[src/rtl/wb_boot_copier.sv]
// Boot copier: Wishbone master that copies WORDS 32-bit words from boot ROM
// to RAM while holding the CPU in reset, with a per-transfer ack timeout.

module wb_boot_copier #(
   parameter logic [31:0]  ROM_BASE   = 32'h8000_0000,
   parameter logic [31:0]  RAM_BASE   = 32'h0000_0000,
   parameter int unsigned  WORDS      = 1024,
   parameter int unsigned  TIMEOUT    = 255,
   parameter bit           AUTO_START = 1'b1,
   localparam int unsigned CW         = (WORDS > 0) ? $clog2(WORDS + 1) : 1
) (
   input  logic          i_clk,
   input  logic          i_rst_n,
   input  logic          i_start,
   output logic [31:0]   o_rom_adr,
   output logic [31:0]   o_rom_dat,
   output logic [3:0]    o_rom_sel,
   output logic          o_rom_we,
   output logic          o_rom_cyc,
   output logic          o_rom_stb,
   input  logic          i_rom_ack,
   input  logic [31:0]   i_rom_rdt,
   output logic [31:0]   o_ram_adr,
   output logic [31:0]   o_ram_dat,
   output logic [3:0]    o_ram_sel,
   output logic          o_ram_we,
   output logic          o_ram_cyc,
   output logic          o_ram_stb,
   input  logic          i_ram_ack,
   output logic          o_busy,
   output logic          o_done,
   output logic          o_err,
   output logic          o_cpu_rst_n,
   output logic [CW-1:0] o_count
);

   localparam int unsigned   IW        = (WORDS > 1) ? $clog2(WORDS) : 1;
   localparam int unsigned   TW        = $clog2(TIMEOUT + 1);
   localparam logic [IW-1:0] LAST_IDX  = IW'((WORDS > 0) ? WORDS - 1 : 0);
   localparam logic [TW-1:0] TMO_LIMIT = TW'(TIMEOUT);
   localparam bit            EMPTY     = (WORDS == 0);

   typedef enum logic [2:0] {
      S_IDLE,
      S_RD,
      S_WR,
      S_DONE,
      S_ERR
   } state_t;

   state_t        state_q;
   logic          auto_q;
   logic [IW-1:0] idx_q;
   logic [CW-1:0] count_q;
   logic [TW-1:0] tmo_q;
   logic [31:0]   data_q;
   logic          rom_req_q;
   logic          ram_req_q;
   logic          busy_q;
   logic          done_q;
   logic          err_q;
   logic          cpu_rst_n_q;

   // Addresses are decoded from registered idx only, so they cannot glitch.
   assign o_rom_adr   = ROM_BASE + (32'(idx_q) << 2);
   assign o_rom_dat   = '0;
   assign o_rom_sel   = 4'hF;
   assign o_rom_we    = 1'b0;
   assign o_rom_cyc   = rom_req_q;
   assign o_rom_stb   = rom_req_q;

   assign o_ram_adr   = RAM_BASE + (32'(idx_q) << 2);
   assign o_ram_dat   = data_q;
   assign o_ram_sel   = {4{ram_req_q}};
   assign o_ram_we    = ram_req_q;
   assign o_ram_cyc   = ram_req_q;
   assign o_ram_stb   = ram_req_q;

   assign o_busy      = busy_q;
   assign o_done      = done_q;
   assign o_err       = err_q;
   assign o_cpu_rst_n = cpu_rst_n_q;
   assign o_count     = count_q;

   // NOTE: every register here, outputs included, is updated with <= in one
   // clocked block so all of them change together on the same edge.
   always_ff @(posedge i_clk) begin
      if (!i_rst_n) begin
         state_q     <= S_IDLE;
         auto_q      <= AUTO_START;
         idx_q       <= '0;
         count_q     <= '0;
         tmo_q       <= '0;
         data_q      <= '0;
         rom_req_q   <= 1'b0;
         ram_req_q   <= 1'b0;
         busy_q      <= 1'b0;
         done_q      <= 1'b0;
         err_q       <= 1'b0;
         cpu_rst_n_q <= 1'b0;
      end else begin
         auto_q <= 1'b0;
         unique case (state_q)
            S_IDLE: begin
               if (auto_q || i_start) begin
                  if (EMPTY) begin
                     state_q     <= S_DONE;
                     done_q      <= 1'b1;
                     cpu_rst_n_q <= 1'b1;
                  end else begin
                     state_q   <= S_RD;
                     rom_req_q <= 1'b1;
                     busy_q    <= 1'b1;
                     tmo_q     <= '0;
                  end
               end
            end

            S_RD: begin
               // An ack in the timeout cycle still completes the transfer.
               if (i_rom_ack) begin
                  data_q    <= i_rom_rdt;
                  rom_req_q <= 1'b0;
                  ram_req_q <= 1'b1;
                  tmo_q     <= '0;
                  state_q   <= S_WR;
               end else if (tmo_q == TMO_LIMIT) begin
                  rom_req_q <= 1'b0;
                  busy_q    <= 1'b0;
                  err_q     <= 1'b1;
                  state_q   <= S_ERR;
               end else begin
                  tmo_q <= tmo_q + TW'(1);
               end
            end

            S_WR: begin
               if (i_ram_ack) begin
                  count_q   <= count_q + CW'(1);
                  ram_req_q <= 1'b0;
                  tmo_q     <= '0;
                  if (idx_q == LAST_IDX) begin
                     state_q     <= S_DONE;
                     busy_q      <= 1'b0;
                     done_q      <= 1'b1;
                     cpu_rst_n_q <= 1'b1;
                  end else begin
                     idx_q     <= idx_q + IW'(1);
                     rom_req_q <= 1'b1;
                     state_q   <= S_RD;
                  end
               end else if (tmo_q == TMO_LIMIT) begin
                  ram_req_q <= 1'b0;
                  busy_q    <= 1'b0;
                  err_q     <= 1'b1;
                  state_q   <= S_ERR;
               end else begin
                  tmo_q <= tmo_q + TW'(1);
               end
            end

            S_DONE: begin
               // With nothing to copy a restart has no work, so DONE holds.
               if (i_start && !EMPTY) begin
                  done_q      <= 1'b0;
                  cpu_rst_n_q <= 1'b0;
                  count_q     <= '0;
                  idx_q       <= '0;
                  tmo_q       <= '0;
                  rom_req_q   <= 1'b1;
                  busy_q      <= 1'b1;
                  state_q     <= S_RD;
               end
            end

            S_ERR: begin
               if (i_start) begin
                  err_q     <= 1'b0;
                  count_q   <= '0;
                  idx_q     <= '0;
                  tmo_q     <= '0;
                  rom_req_q <= 1'b1;
                  busy_q    <= 1'b1;
                  state_q   <= S_RD;
               end
            end

            default: state_q <= S_IDLE;
         endcase
      end
   end

endmodule

[config.mk]
export PLATFORM = sky130hd
export DESIGN_NAME = wb_boot_copier
export DESIGN_NICKNAME = d
export VERILOG_FILES = /design/src/rtl/wb_boot_copier.sv
export SDC_FILE = /design/constraint.sdc
export NUM_CORES = 1
export LEC_CHECK = 0
export CORE_MARGIN = 5
export CORE_UTILIZATION = 40
export DETAILED_ROUTE_END_ITERATION = 10
export HOLD_SLACK_MARGIN = 0.12
export PLACE_DENSITY = 0.81
export SLEW_MARGIN = 20
export SYNTH_ARGS = -nofsm -noshare
export SYNTH_HDL_FRONTEND = slang
export SYNTH_SLANG_ARGS = --single-unit
[constraint.sdc]
create_clock -name i_clk -period 2.5 [get_ports i_clk]
set_input_delay 0.25 -clock i_clk [delete_from_list [all_inputs] [get_ports i_clk]]
set_output_delay 0.25 -clock i_clk [all_outputs]
set_load 0.1 [all_outputs]
## Word level (Yosys, flattened, before mapping)

Cells that the tools add are included.

| cells by class | value |
|---|---|
| $add $sub $neg | 4 |
| eq/ne operators | 19 |
| mux-type cells | 44 |
| reductions and logical operators | 18 |

Operators by type and width:

| operator | count |
|---|---|
| $mux 8 | 5 |
| $add 32x12->32 const A | 1 |
| $pmux 8 s4 | 1 |
| $mux 10 | 3 |
| $mux 11 | 2 |
| $pmux 11 s2 | 1 |
| $pmux 10 s2 | 1 |
| $mux 1 | 19 |
| $ne 2x2->1 const B | 9 |
| $mux 3 | 5 |
| $pmux 3 s4 | 1 |
| $reduce_and 4->1 | 3 |
| $add 11x1->11 const B | 1 |
| $add 10x1->10 const B | 1 |
| $eq 10x10->1 const B | 1 |
| $ne 3x3->1 const B | 3 |
| $reduce_and 3->1 | 3 |
| $add 8x1->8 const B | 1 |
| $eq 8x8->1 const B | 1 |
| $pmux 1 s4 | 2 |
| $eq 3x2->1 const B | 2 |
| $reduce_and 6->1 | 1 |
| $reduce_bool 2->1 | 3 |
| $reduce_and 5->1 | 1 |
| other kinds (12) | 14 |

| word-level totals | value |
|---|---|
| register bits | 70 |
| input port bits | 37 |

## Longest topological paths before layout

| logic depth | value |
|---|---|
| word-level depth | 4 |
| depth in mapped cells | 8 |
| mapped depth without buffers | 6 |

## Worst setup path after synthesis

Ideal clock, no wire load.

| timing | value |
|---|---|
| path type | register to register |
| start point | reg idx_q[0] |
| end point | reg cpu_rst_n_q (netlist: o_cpu_rst_n) |
| arrival time | 2.305 ns |
| required time | 2.409 ns |
| slack | 0.104 ns |
| cell stages (with the launch flop) | 6 |
| path buffers | 0 |
| cells stage by stage | dfxtp_1 ha_1 nand2_1 nor4_4 a21oi_1 a311oi_1 |

| on the way | value |
|---|---|
| cells in the longest elaborated chain, start to end | 3 |

Ends and longest elaborated chain:

| what | line | RTL |
|---|---|---|
| start: declaration | 53 | `logic [IW-1:0] idx_q;` |
| start signal: assignment | 148 | `idx_q <= idx_q + IW'(1);` |
| $eq 10x10->1 | 142 | `if (idx_q == LAST_IDX) begin` |
| $ne 2x2->1 (no source line) | - |  |
| $reduce_and 4->1 (no source line) | - |  |
| end signal: assignment | 109 | `cpu_rst_n_q <= 1'b1;` |
| end signal: assignment | 146 | `cpu_rst_n_q <= 1'b1;` |
| end signal: assignment | 166 | `cpu_rst_n_q <= 1'b0;` |
| end: declaration | 62 | `logic cpu_rst_n_q;` |

Every way passes these cells.
A chain may end at the register's enable or synchronous reset.

## Final worst setup path

| timing | value |
|---|---|
| start point | reg state_q[0] |
| end point | reg data_q[7] (netlist: o_ram_dat[7]) |

| on the way | value |
|---|---|
| cells in the longest elaborated chain, start to end | 2 |

Ends and longest elaborated chain:

| what | line | RTL |
|---|---|---|
| start: declaration | 51 | `state_t state_q;` |
| start signal: assignment | 89 | `state_q <= S_IDLE;` |
| start signal: assignment | 107 | `state_q <= S_DONE;` |
| start signal: assignment | 111 | `state_q <= S_RD;` |
| $eq 3x1->1 | 103 | `unique case (state_q)` |
| $reduce_and 2->1 (no source line) | - |  |
| end signal: assignment | 122 | `data_q <= i_rom_rdt;` |
| end: declaration | 56 | `logic [31:0] data_q;` |

Every way passes these cells.

==> out/metrics.yaml <==
outcome: "finished, final reports clean"
overflow: 0
die_w_um: 107
areaGrowthSynthToFinish_pct: 21.7
highest_layer: "met4"
vias_per_cell: 4.74
finalCritPeriodShare: 0.808
wl_met1_um: 3700
slowest_stage: "dfxtp_1"
finalHoldViolations: 0
antennaDiodeCount: 0
dpl.hpwl_um: 6820
holdPathStages: 3
power.density_nw_per_um2: 740
drc_errors: 0
grt_pass1_vias: 2900
grt_max_degree: 33
vias: 3190
core-area_um2: 9200
rows: 35
synth-seq-cells: 70
path_cells: "nor2b_1, nor2b_1, and2_1, buf_4, nand2_1, a21oi_1"
finalHoldWorstSlack_ns: 0.449
synth_top_cells_by_count: "buf_4 (100), nand2_1 (83), dfxtp_1 (70)"
dr.pass1.iters: 5
maxSlewViolCount: 0
htree_levels: 3
fin_worst_skew_ns: 0.00775
crit_type: "reg -> reg"
grtUsageTotal: 0.152
nets: 597
yosysMostFrequentCell: "buf_4"
async_flop_share: 0
rsz0062_at_grt: "no"
drive_gt1_frac: 0.187
ys.flop_type: "dfxtp_1"
met3WireLength_um: 913
routed-wl-met2_um: 4270
fmax_ghz: 0.495
path_max_fanout: 32
clk_latency_ns: 0.34
grt_antenna_before_repair: 0
maxCapViolations: 0
synth_edf_count: 0
drt-total-wl_um: 8980
cts.clk_slew.worst_paths_ns: 0.08
p_total_mw: 3.37
critPathLaunchType: "flop"
cts_tree: "done"
ioPinCount: 194
setup_viol: 0
cp_common_cell: "nor2b_1"
die-area_um2: 11400
yosysWarnings: 0
drt_iter0_drc: 145
slowest_delay_ns: 0.57
critPathArrivalTime_ns: 2.29
grt_pass1_wl_um: 14200
yosysTopAreaCell: "dfxtp_1"
synth_top_area_frac: 0.375
root_buffer: "clkbuf_8"
p_leak_nw: 1.94
post_drt_wl_per_cell_um: 13.3
slew_headroom: 0.631
syn_area_um2: 3740
synth.avg_cell_area_um2: 8.02
ys_seq_area_frac: 0.375
routabilityCongestion: 0.804
worstMarginPinSlew_ns: 0.549
vdd_drop_max_mv: 0.317
hold_class: "in -> reg"
cts_resized: 0
yosys.cell_types.count: 48
syn_inst: 466
ctsLongestPathBuffers: 2
clock-sinks: 70
io_buffers: 112
critPathCaptureType: "flop"
die_y_um: 107
period_needed_ns: 2.02
synth.area.top_cells: "dfxtp_1 (37%), buf_4 (20%), nand2_1 (8.3%), a21oi_1 (6.3%), xnor2_1 (3.3%)"
cts_setup_buffers: 0
start_util: 0.406
tns_ns: 0
antenna_left: 0
numCtsBuffers: 9
rr_worst_depth: 6
required_ns: 2.77
ctsHoldBuffers: 0
-- state kept, by name, indices dropped and copies added, names as in the netlist --
name and flops:
state_q 3, o_count 11, o_rom_cyc 1, o_ram_cyc 1, o_busy 1, o_ram_dat 32, o_cpu_rst_n 1, auto_q 1
idx_q 10, o_err 1, tmo_q 8
-- through the flow --
step | cell area [um2] | setup WS [ns] | utilization | cells
after global routing | 4550 | 0.253 | 0.494 | 673
after floorplan | 4030 | 0.104 | - | 545
after CTS | 4550 | 0.472 | 0.494 | 673
after global placement | 4350 | 0.356 | 0.473 | 657
final | 4550 | 0.479 | 0.494 | 673
after detailed placement | 4350 | 0.249 | 0.473 | 657
-- final timing paths --
check / startpoint / endpoint / slack, ns
worst min-delay path: i_rom_rdt[27] / o_ram_dat[27] / 0.45
worst min register to register: o_ram_dat[5] / o_ram_dat[5] / 0.46
worst max register to register: state_q[0] / o_ram_dat[7] / 0.48
worst max-delay path: state_q[0] / o_ram_dat[7] / 0.48
-- metal layers --
metal / up-vias / global-route usage
met4: 0 / 0.0521
li1: 1562 / -
met5: - / 0
met3: 10 / 0.0391
met1: 1456 / 0.189
met2: 162 / 0.256
-- worst max-delay path: cells and delay by family (launching register included) --
family,cells,cell delay [ns]
buffers and inverters,1,0.31
DFF,1,0.57
AOI/OAI and AO/OA,1,0.13
and+or+nand+nor,4,0.94
-- cell usage in the layout (no fill, tap or decap), types with 3 or more instances in the layout --
| cell type | n |
|---|---|
| buf_4 | 85 |
| nor3b_1 | 3 |
| nor3_1 | 7 |
| o31ai_1 | 4 |
| nor2_1 | 29 |
| nor4_1 | 5 |
| and3_1 | 5 |
| nor2b_1 | 5 |
| nand4_1 | 4 |
| clkbuf_8 | 9 |
| ha_1 | 3 |
| xor2_1 | 5 |
| conb_1 | 81 |
| xnor2_1 | 14 |
| clkdlybuf4s50_1 | 36 |
| and4_1 | 3 |
| dfxtp_1 | 70 |
| nand3_1 | 12 |
| mux2i_1 | 3 |
| clkinvlp_4 | 3 |
| a21oi_1 | 47 |
| o21ai_0 | 8 |
| nand2_1 | 83 |
-- cell families (layout without fill, tap and decap cells) --
group / count (synthesis) / in the layout / synth area share
flip-flops: 70 / 70 / 0.375
AND/OR/NAND/NOR: 170 / 170 / 0.214
multiplexers: 3 / 3 / 0.00804
buffers and inverters: 123 / 140 / 0.227
adder cells (fa/ha/maj): 3 / 3 / 0.0100
AO/OA/AOI/OAI: 76 / 76 / 0.119
other: 2 / 81 / 0.00201
XOR/XNOR: 19 / 19 / 0.0445
-- where the power goes --
group          switching [mW]  total [mW]  internal, mW
Combinational            1.06        1.25         0.189
Sequential             0.0405        1.20          1.16
Clock                   0.454       0.920         0.466
Total                    1.55        3.37          1.81
-- layout make-up --
cell class / instances / area, um2
Clock buffer: 10 / 128
Fill cell: 867 / 4650
Tap cell: 111 / 139
Clock inverter: 6 / 70.1
Sequential cell: 70 / 1400
Multi-Input combinational cell: 352 / 1780
Inverter: 2 / 7.51
Timing Repair Buffer: 122 / 1020
Note: power is estimated with default switching activity, not from simulation.
